==> src/rtl/gpio_ctrl_pkg.sv <==
// Shared constants and types for the GPIO APB controller: register offsets,
// APB FSM state encoding and the default bank width.
package gpio_ctrl_pkg;

    localparam int unsigned GPIO_DEFAULT_WIDTH = 16;

    localparam logic [4:0] GPIO_DIR_OFS      = 5'h00;
    localparam logic [4:0] GPIO_DOUT_OFS     = 5'h04;
    localparam logic [4:0] GPIO_DIN_OFS      = 5'h08;
    localparam logic [4:0] GPIO_INT_EN_OFS   = 5'h0C;
    localparam logic [4:0] GPIO_INT_POL_OFS  = 5'h10;
    localparam logic [4:0] GPIO_INT_STAT_OFS = 5'h14;
    localparam logic [4:0] GPIO_INT_PEND_OFS = 5'h18;

    typedef enum logic {
        IDLE,
        ACCESS
    } apb_state_e;

endpackage

==> src/rtl/gpio_apb_ctrl_if.sv <==
// APB3 bus bundle between a master and the GPIO controller.
interface gpio_apb_ctrl_if #(
    parameter int unsigned ADDR_WIDTH = 8
) ();

    logic                  psel;
    logic                  penable;
    logic                  pwrite;
    logic [ADDR_WIDTH-1:0] paddr;
    logic [31:0]           pwdata;
    logic [31:0]           prdata;
    logic                  pready;
    logic                  pslverr;

    modport master (
        output psel, penable, pwrite, paddr, pwdata,
        input  prdata, pready, pslverr
    );

    modport slave (
        input  psel, penable, pwrite, paddr, pwdata,
        output prdata, pready, pslverr
    );

endinterface

==> src/rtl/gpio_in_sync.sv <==
// Two-flop synchronizer for asynchronous pin inputs, plus a delayed copy of
// the synchronized value used for edge detection.
module gpio_in_sync #(
    parameter int unsigned WIDTH = 16
) (
    input  logic             clk,
    input  logic             rst,
    input  logic [WIDTH-1:0] din,
    output logic [WIDTH-1:0] sync,
    output logic [WIDTH-1:0] prev
);

    logic [WIDTH-1:0] meta_q;
    logic [WIDTH-1:0] sync_q;
    logic [WIDTH-1:0] prev_q;

    always_ff @(posedge clk) begin
        if (rst) begin
            meta_q <= '0;
            sync_q <= '0;
            prev_q <= '0;
        end else begin
            meta_q <= din;
            sync_q <= meta_q;
            prev_q <= sync_q;
        end
    end

    assign sync = sync_q;
    assign prev = prev_q;

endmodule

==> src/rtl/gpio_apb_ctrl.sv <==
// APB slave for one GPIO bank: direction/output registers, synchronized input
// sampling and per-pin edge interrupts folded into a single level interrupt.
module gpio_apb_ctrl
    import gpio_ctrl_pkg::*;
#(
    parameter int unsigned GPIO_DATA_WIDTH = GPIO_DEFAULT_WIDTH,
    parameter int unsigned ADDR_WIDTH      = 8
) (
    input  logic                       pclk,
    input  logic                       p_reset,
    gpio_apb_ctrl_if.slave             apb,
    output logic [GPIO_DATA_WIDTH-1:0] n_gpio_pin_oe,
    output logic [GPIO_DATA_WIDTH-1:0] gpio_pin_out,
    input  logic [GPIO_DATA_WIDTH-1:0] gpio_pin_in,
    output logic                       gpio_irq
);

    localparam int unsigned W = GPIO_DATA_WIDTH;

    apb_state_e      state_q;
    logic            pready_q;
    logic            pslverr_q;
    logic [31:0]     prdata_q;

    logic [W-1:0]    dir_q;
    logic [W-1:0]    dout_q;
    logic [W-1:0]    int_en_q;
    logic [W-1:0]    int_pol_q;
    logic [W-1:0]    int_stat_q;
    logic            irq_q;

    logic [W-1:0]    din_sync;
    logic [W-1:0]    din_prev;
    logic [W-1:0]    edge_evt;

    logic [ADDR_WIDTH-1:0] addr;
    logic [4:0]      ofs;
    logic            addr_err;
    logic            ro_reg;
    logic            acc_err;
    logic [31:0]     rdata;
    logic [W-1:0]    wdata;
    logic            commit;
    logic [W-1:0]    w1c_mask;
    logic            unused_pwdata;

    gpio_in_sync #(
        .WIDTH (W)
    ) u_in_sync (
        .clk  (pclk),
        .rst  (p_reset),
        .din  (gpio_pin_in),
        .sync (din_sync),
        .prev (din_prev)
    );

    assign addr          = apb.paddr;
    assign ofs           = addr[4:0];
    assign addr_err      = ((addr >> 5) != '0) || (ofs[1:0] != 2'b00) || (ofs >= 5'h1C);
    assign ro_reg        = (ofs == GPIO_DIN_OFS) || (ofs == GPIO_INT_PEND_OFS);
    assign acc_err       = addr_err || (apb.pwrite && ro_reg);
    assign wdata         = apb.pwdata[W-1:0];
    assign unused_pwdata = ^apb.pwdata;

    // Address and write data are held stable through the access phase, so the
    // error latched at setup gates the commit.
    assign commit   = (state_q == ACCESS) && apb.psel && pready_q && apb.pwrite && !pslverr_q;
    assign w1c_mask = (commit && ofs == GPIO_INT_STAT_OFS) ? wdata : '0;
    assign edge_evt = (int_pol_q & din_sync & ~din_prev) | (~int_pol_q & ~din_sync & din_prev);

    always_comb begin
        rdata = '0;
        case (ofs)
            GPIO_DIR_OFS:      rdata[W-1:0] = dir_q;
            GPIO_DOUT_OFS:     rdata[W-1:0] = dout_q;
            GPIO_DIN_OFS:      rdata[W-1:0] = din_sync;
            GPIO_INT_EN_OFS:   rdata[W-1:0] = int_en_q;
            GPIO_INT_POL_OFS:  rdata[W-1:0] = int_pol_q;
            GPIO_INT_STAT_OFS: rdata[W-1:0] = int_stat_q;
            GPIO_INT_PEND_OFS: rdata[W-1:0] = int_stat_q & int_en_q;
            default:           rdata        = '0;
        endcase
        if (addr_err) begin
            rdata = '0;
        end
    end

    always_ff @(posedge pclk) begin
        if (p_reset) begin
            state_q   <= IDLE;
            pready_q  <= 1'b0;
            pslverr_q <= 1'b0;
            prdata_q  <= '0;
        end else begin
            case (state_q)
                IDLE: begin
                    if (apb.psel && !apb.penable) begin
                        state_q   <= ACCESS;
                        pready_q  <= apb.pwrite;
                        pslverr_q <= apb.pwrite && acc_err;
                    end
                end
                ACCESS: begin
                    if (!apb.psel || pready_q) begin
                        state_q   <= IDLE;
                        pready_q  <= 1'b0;
                        pslverr_q <= 1'b0;
                    end else begin
                        prdata_q  <= rdata;
                        pslverr_q <= acc_err;
                        pready_q  <= 1'b1;
                    end
                end
                default: state_q <= IDLE;
            endcase
        end
    end

    always_ff @(posedge pclk) begin
        if (p_reset) begin
            dir_q      <= '0;
            dout_q     <= '0;
            int_en_q   <= '0;
            int_pol_q  <= '0;
            int_stat_q <= '0;
            irq_q      <= 1'b0;
        end else begin
            if (commit && ofs == GPIO_DIR_OFS)     dir_q     <= wdata;
            if (commit && ofs == GPIO_DOUT_OFS)    dout_q    <= wdata;
            if (commit && ofs == GPIO_INT_EN_OFS)  int_en_q  <= wdata;
            if (commit && ofs == GPIO_INT_POL_OFS) int_pol_q <= wdata;
            // A new edge on a bit being cleared keeps the bit set.
            int_stat_q <= (int_stat_q & ~w1c_mask) | edge_evt;
            irq_q      <= |(int_stat_q & int_en_q);
        end
    end

    assign apb.prdata    = prdata_q;
    assign apb.pready    = pready_q;
    assign apb.pslverr   = pslverr_q;
    assign n_gpio_pin_oe = ~dir_q;
    assign gpio_pin_out  = dout_q;
    assign gpio_irq      = irq_q;

endmodule

==> src/flat_wrapper.sv <==
// flat-port wrapper written by rule: the top's interface ports become plain ports
module gpio_apb_ctrl_flat import gpio_ctrl_pkg::*;
#(
    parameter int unsigned GPIO_DATA_WIDTH = GPIO_DEFAULT_WIDTH,
    parameter int unsigned ADDR_WIDTH      = 8
)
  (pclk, p_reset, n_gpio_pin_oe, gpio_pin_out, gpio_pin_in, gpio_irq, apb_psel, apb_penable, apb_pwrite, apb_paddr, apb_pwdata, apb_prdata, apb_pready, apb_pslverr);
  gpio_apb_ctrl_if #(.ADDR_WIDTH(ADDR_WIDTH)) apb_i ();
  input  logic pclk;
  input  logic p_reset;
  output logic [GPIO_DATA_WIDTH-1:0] n_gpio_pin_oe;
  output logic [GPIO_DATA_WIDTH-1:0] gpio_pin_out;
  input  logic [GPIO_DATA_WIDTH-1:0] gpio_pin_in;
  output logic gpio_irq;
  input wire logic [$bits(apb_i.psel)-1:0] apb_psel;
  input wire logic [$bits(apb_i.penable)-1:0] apb_penable;
  input wire logic [$bits(apb_i.pwrite)-1:0] apb_pwrite;
  input wire logic [$bits(apb_i.paddr)-1:0] apb_paddr;
  input wire logic [$bits(apb_i.pwdata)-1:0] apb_pwdata;
  output wire logic [$bits(apb_i.prdata)-1:0] apb_prdata;
  output wire logic [$bits(apb_i.pready)-1:0] apb_pready;
  output wire logic [$bits(apb_i.pslverr)-1:0] apb_pslverr;
  assign apb_i.psel = apb_psel;
  assign apb_i.penable = apb_penable;
  assign apb_i.pwrite = apb_pwrite;
  assign apb_i.paddr = apb_paddr;
  assign apb_i.pwdata = apb_pwdata;
  assign apb_prdata = apb_i.prdata;
  assign apb_pready = apb_i.pready;
  assign apb_pslverr = apb_i.pslverr;
  gpio_apb_ctrl #(.GPIO_DATA_WIDTH(GPIO_DATA_WIDTH), .ADDR_WIDTH(ADDR_WIDTH)) u_core (.pclk(pclk), .p_reset(p_reset), .apb(apb_i), .n_gpio_pin_oe(n_gpio_pin_oe), .gpio_pin_out(gpio_pin_out), .gpio_pin_in(gpio_pin_in), .gpio_irq(gpio_irq));
endmodule
==> config.mk <==
export PLATFORM = sky130hd
export DESIGN_NAME = gpio_apb_ctrl_flat
export DESIGN_NICKNAME = d
export VERILOG_FILES = /design/src/rtl/gpio_ctrl_pkg.sv /design/src/rtl/gpio_apb_ctrl_if.sv /design/src/rtl/gpio_in_sync.sv /design/src/rtl/gpio_apb_ctrl.sv /design/src/flat_wrapper.sv
export SDC_FILE = /design/constraint.sdc
export NUM_CORES = 1
export LEC_CHECK = 0
export BUFFER_PORTS_ARGS = -buffer_cell sky130_fd_sc_hd__buf_2
export CAP_MARGIN = 20
export CORE_MARGIN = 2
export CORE_UTILIZATION = 45
export CTS_CLUSTER_SIZE = 8
export DETAILED_ROUTE_END_ITERATION = 6
export PLACE_DENSITY_LB_ADDON = 0.3
export SLEW_MARGIN = 25
export SYNTH_ARGS = -nofsm -noshare
export SYNTH_HDL_FRONTEND = slang
export SYNTH_HIERARCHICAL = 1
export SYNTH_SLANG_ARGS = --single-unit
==> constraint.sdc <==
create_clock -name pclk -period 4.9 [get_ports pclk]
set_input_delay 0.98 -clock pclk [delete_from_list [all_inputs] [get_ports pclk]]
set_output_delay 0.98 -clock pclk [all_outputs]
set_load 0.01 [all_outputs]
Word-level counts from Yosys, hierarchy flattened:

Cells that the tools add are included.

* order comparisons: 1
* equal/unequal tests: 7
* muxes and demuxes: 11
* bitwise gates (word level): 15
* reduce and logical (&&, ||, !) cells: 25

Operator list (number)
* 16-bit case mux with 7 select lines: 1
* 16-bit bitwise AND: 6
* 16-bit inverter: 5
* 16-bit two-way mux: 2
* 16-bit OR: 2
* 16-bit OR reduction: 1
* 5-bit == test, second input constant: 3
* 1-bit logical AND: 12
* 5-bit by 4-bit == test with 1-bit output, second input constant: 2
* 8-bit nonzero test: 1
* 1-bit case mux with 2 select lines: 3
* 5-bit by 3-bit == test with 1-bit output, second input constant: 1
* 5-bit >= comparator, second input constant: 1
* 5-bit zero test: 1
* 1-bit logical OR: 5
* 1-bit two-way mux: 5
* 1-bit zero test: 3
* 2-bit by 1-bit inequality test with 1-bit output, second input constant: 1
* 1-bit inverter: 2
* 2-bit AND reduction: 1
* 2-bit nonzero test: 1

* bits in registers: 164
* word-level logic and storage cells: 72

Depth between registers and ports, before layout:

* depth after elaboration: 9
* gate-level depth with buffers: 8

Hierarchy:

Netlist, hierarchy kept.

By module, submodules not included
* gpio_apb_ctrl: times used 1, cells an instance 683, area an instance 5251.3 um2, sequential area each 2001.9 um2
* gpio_in_sync: times used 1, cells an instance 101, area an instance 1305.0 um2, sequential area each 960.9 um2

Worst setup path before layout:

No wires, ideal clock.

* path type: input port to flip-flop
* start point: input apb_paddr[0]
* end point: register u_core.dir_q[10]
* setup time: 0.138 ns
* arrival: 2.561 ns
* required time: 4.762 ns
* setup slack: 2.201 ns
* stages: 8
* cell sequence: buf_2 > or4_4 > buf_6 > or4_4 > buf_6 > buf_12 > nand2_2 > a21oi_2

* cells in the longest elaborated chain, start to end: 2

Ends and longest elaborated chain
* start, declared: line flat_wrapper.sv:18 `input wire logic [$bits(apb_i.paddr)-1:0] apb_paddr;`
* 5-bit zero test: line gpio_apb_ctrl.sv:128 `if (commit && ofs == GPIO_DIR_OFS) dir_q <= wdata;`
* 1-bit logical AND: line gpio_apb_ctrl.sv:128
* end signal, assigned: line gpio_apb_ctrl.sv:128
* end, declared: line gpio_apb_ctrl.sv:25 `logic [W-1:0] dir_q;`

No other way between the ends.
A chain may end at the register's enable or synchronous reset.

Worst setup path in the final report:

* start point: input apb_paddr[2]
* end point: register u_core.dout_q[1] (netlist: u_core/gpio_pin_out[1])

* cells in the longest elaborated chain, start to end: 2

Ends and longest elaborated chain
* 5-bit by 3-bit == test with 1-bit output: line gpio_apb_ctrl.sv:129 `if (commit && ofs == GPIO_DOUT_OFS) dout_q <= wdata;`
* 1-bit logical AND: line gpio_apb_ctrl.sv:129
* end signal, assigned: line gpio_apb_ctrl.sv:129
* end, declared: line gpio_apb_ctrl.sv:26 `logic [W-1:0] dout_q;`

No other way between the ends.

==> results.md <==
- The effective utilization at floorplan is 0.4563.
- Once the clock tree was built, the setup fixing pass inserted 0 buffers.
- The global-route congestion overflow total is 0.
- Of the total synthesized cell area, the portion taken by XOR and XNOR cells is 0.
- Setup slack closes at roughly 2000 ps.
- Using the TritonRoute via totals, the vias-per-cell ratio works out to ~5.4.
- The data arrival time of the critical path is between 3000 and 4000 ps.
- The sequential fraction of design power is 0.469.
- The die span in y is 124.7 um.
- In this run, distinct cell masters in the synthesized netlist total 52.
- Of the total power, the clock network draws 0.481.
- The internal portion of the total power is ~2.1 mW.
- The initial antenna violation count is 0.
- 128 I/O pins were placed.
- The flow ran to the end, and the final reports show no timing, DRC or antenna violations.
- The headroom to the max-slew limit is 0.3473.
- Routability-driven placement finished with a final weighted congestion of around 0.86.
- After synthesis, the share of flip-flops with an asynchronous set or reset is 0.
- The number of nets in the layout is 918.
- Max-cap violations in this run came to 0.
- The DRC violations left is 0.
- Based on the critical path, the design can be clocked at up to 345.1 MHz.
- The aggregate routed wire length is 17510 um.
- Summed over all instances, the cell type with the most area after synthesis is sky130_fd_sc_hd__dfxtp_1.
- The simple-gate portion of the synthesized area is 0.2200.
- The clock reaches the later pin of the worst-skew pair after 420 ps.
- The end of the worst register-to-register path is u_core/int_pol_q[9].
- Along the worst hold path, the cell count comes to 1.
- The mapped netlist covers approximately 6600 um^2.
- The root buffer cell chosen for the clock tree is sky130_fd_sc_hd__clkbuf_16.
- The post-synthesis compound-gate area fraction is 0.1969.
- The final route contains 5707 vias.
- The number of cell instances on the worst register-to-register path is 5.
- The share of layout cells above drive strength 1 is 0.1982.
- STA classifies the critical path endpoint as a flip-flop.
- After detailed placement, the total cell area comes to ~7000 um^2.
- The number of setup violations in the final report is 0.
- After synthesis the netlist holds a flip-flop and latch count of 148.
- For the finished layout, the period the worst path requires is slightly below 3000 ps.
- The total count of hold-check failures in the final report is 0.
- The startpoint of the most critical hold path is u_core/u_in_sync/meta_q[10].
- After synthesis, the share of cell area in mux cells is 0.04885.
- The final setup skew is 5.443 ps.
- Across every metal layer, demand over resource in global routing totals 0.2225.
- The startpoint of the most critical register-to-register path is u_core/state_q.
- The number of cell rows is 44.
- The measured slew at the worst slew-check pin is 971.0 ps.
- The slack of the worst reg-to-reg path is between 2000 and 3000 ps.
- TritonCTS built the clock tree.
- The number of warnings reported in the yosys synthesis log is 6.
- Counting the buffers created by CTS gives 17.
- The count of flip-flops with a built-in enable after synthesis is 0.
- Prior to clock tree synthesis, the placed netlist has a worst setup slack of roughly 1600 ps.
- The growth of design area from synthesis to finish is 15.84%.
- The proportion of synthesized chip area in sequential cells is 0.4519.
- Of all nets on the critical path, the largest fanout is 34.
- The remaining number of nets flagged by the antenna check after routing is 0.
- The end point of the worst hold path is u_core/u_in_sync/sync[10].
- The combinational family with the most area after synthesis is simple AND/OR/NAND/NOR gates.
- The peak supply drop is 0.2393 mV.
- The HPWL after detailed placement is approximately 11000 um.
- The number of buffers inserted for hold repair after clock tree synthesis is 0.
- After detailed routing, the average wire length per cell comes to 16.65 um.
- Ranked by total cell area, the synthesized netlist is headed by sky130_fd_sc_hd__dfxtp_1, sky130_fd_sc_hd__a21oi_1, sky130_fd_sc_hd__nand2_1.
- The maximum clock insertion buffer count is 2.
- Buffers placed on the I/O ports in this run total 95.
- The number of cells produced by synthesis is 784.
- The post-route setup TNS is 0 ps.
- Dividing the final minimum period by the clock period gives 0.5914.
- Of the total power, the share spent switching nets is 0.2158.
- The final count of pins violating max slew came to 0.
- Once layout is done, the placed cells without fillers occupy 7595 um^2.
- The power density over cell area is 349.5 nW/um^2.
- The full die area is 15550 um^2.
- In the post-synthesis netlist, the cell with the most instances is sky130_fd_sc_hd__nand2_1.
- The startpoint-to-endpoint class of the critical path is input pin to flip-flop.
- Clock-pin slew was measured on the worst setup and hold paths at roughly 50 ps.
- The count of antenna diodes in the layout is 0.
- The share of synthesized cell area in full adder, half adder and majority cells is 0.
- The total net switching power is about 570 uW.
- After floorplanning, the core was sized to cover 14370 um^2.
- The number of gates resized after CTS was 0.
- The H-tree depth is 4.
- The worst setup path is launched from an input pin.
- The part of the total power dissipated in combinational logic is 0.050.
- The tightest min-delay check is of the flip-flop to flip-flop type.
- The share of synthesized area in the top cell type comes to 0.4519.
- Entering global routing, the biggest net connects 84 pins.
- The required time of the critical path is 5170 ps.
- The first-pass iteration count of the detailed router is 5.
- Setup repair after global routing left no endpoint under its margin.
- The most used flip-flop cell after synthesis is sky130_fd_sc_hd__dfxtp_1.
- Summed over all cells, the static leakage comes to 2.782 nW.
- The number of global-route vias before repair is 5221.
- Measured along the x axis, the die boundary spans 124.7 um.
- The mean instance size in the synthesized netlist is ~8.4 um^2.
- The TritonCTS sink count is 148.
- The first global-routing pass estimated 27320 um of wire.
- The starting DRC count in detailed routing is between 400 and 500.
- By count the netlist is led by sky130_fd_sc_hd__nand2_1, sky130_fd_sc_hd__dfxtp_1, sky130_fd_sc_hd__a21oi_1.
[worst max-delay path: stages]
cell and delay, ps:
sky130_fd_sc_hd__buf_2 680, sky130_fd_sc_hd__nand2b_1 290, sky130_fd_sc_hd__or4_1 910, sky130_fd_sc_hd__nand2_1 210, sky130_fd_sc_hd__a21oi_1 80
[metal layers]
layer | vias to the layer above | global-route usage | wire, um
li1 | 2791 | - | -
met1 | 2667 | 0.2988 | 7940
met2 | 220 | 0.3475 | 7998
met3 | 29 | 0.04854 | 1189
met4 | 0 | 0.09121 | 386
met5 | - | 0 | 0
[power groups by stage]
stage | combinational [mW] | clock [mW] | sequential (mW)
floorplan | 0.0976 | 0 | 1.26
global placement | 0.130 | 0 | 1.27
detailed placement | 0.131 | 0 | 1.27
CTS | 0.132 | 1.30 | 1.24
global route | 0.145 | 1.36 | 1.25
finish | 0.133 | 1.28 | 1.24
[final cells by class]
cell class	instances	area [um^2]
repair buffers	107	571.8
fillers	1381	6774
clock buffers	26	509.2
flip-flops and latches	148	2963
multi-input cells	548	3119
well taps	184	230.2
clock inverters	4	70.07
inverters	35	131.4
[sequential cells by signal (all words and copies together) (netlist names)]
| name | flops |
|---|---|
| u_core/int_pol_q | 16 |
| u_core/u_in_sync/meta_q | 16 |
| u_core/gpio_irq | 1 |
| u_core/state_q | 1 |
| u_core/gpio_pin_out | 16 |
| u_core/dir_q | 16 |
| u_core/apb.pready | 1 |
| u_core/int_en_q | 16 |
| u_core/u_in_sync/sync | 16 |
| u_core/int_stat_q | 16 |
| u_core/apb.pslverr | 1 |
| u_core/u_in_sync/prev | 16 |
| u_core/apb.prdata | 16 |
[cell usage in the layout (no fill, tap or decap), types with 10 or more instances in the layout]
| cell | Yosys | routed |
|---|---|---|
| sky130_fd_sc_hd__buf_4 | 19 | 12 |
| sky130_fd_sc_hd__nand2_2 | 10 | 10 |
| sky130_fd_sc_hd__o2bb2ai_1 | 16 | 16 |
| sky130_fd_sc_hd__buf_2 | 13 | 94 |
| sky130_fd_sc_hd__conb_1 | 1 | 16 |
| sky130_fd_sc_hd__dfxtp_1 | 148 | 148 |
| sky130_fd_sc_hd__a311oi_1 | 10 | 10 |
| sky130_fd_sc_hd__mux2i_1 | 23 | 23 |
| sky130_fd_sc_hd__a21oi_1 | 119 | 119 |
| sky130_fd_sc_hd__nand2_1 | 152 | 152 |
| sky130_fd_sc_hd__o21ai_0 | 15 | 15 |
| sky130_fd_sc_hd__nor2b_1 | 50 | 50 |
| sky130_fd_sc_hd__nor2_1 | 41 | 41 |
| sky130_fd_sc_hd__inv_1 | 35 | 35 |
| sky130_fd_sc_hd__a21oi_2 | 10 | 10 |
| sky130_fd_sc_hd__clkbuf_16 | 0 | 17 |
[how the worst max path moves through the flow]
| stage | startpoint | to | slack, ps | depth (start not counted) |
|---|---|---|---|---|
| finish | apb_paddr[2] | u_core/gpio_pin_out[1] | 2000 | 5 |
| global placement | apb_paddr[2] | u_core/gpio_pin_out[1] | 1600 | 5 |
| detailed placement | apb_paddr[2] | u_core/gpio_pin_out[1] | 1560 | 5 |
| global route | apb_paddr[2] | u_core/gpio_pin_out[1] | 1840 | 5 |
| CTS | apb_paddr[2] | u_core/gpio_pin_out[1] | 2010 | 5 |
| floorplan | apb_paddr[0] | u_core/dir_q[10] | 2200 | 8 |
[cells by family after synthesis]
| kind of cell | count (synthesis) |
|---|---|
| AOI/OAI and AO/OA | 208 |
| buffers and inverters | 103 |
| DFF | 148 |
| muxes | 30 |
| other | 1 |
| and+or+nand+nor | 294 |
[metrics by stage]
stage	hold slack [ps]	util	total power [mW]	cells
finish	433.0	0.5286	2.654	1052
global route	455.0	0.5286	2.749	1052
CTS	433.3	0.5278	2.672	1051
detailed placement	420.4	0.4875	1.401	1021
global placement	418.9	0.4875	1.399	1021
floorplan	413.8	-	1.360	799
Power figures use the tool's default switching activity.
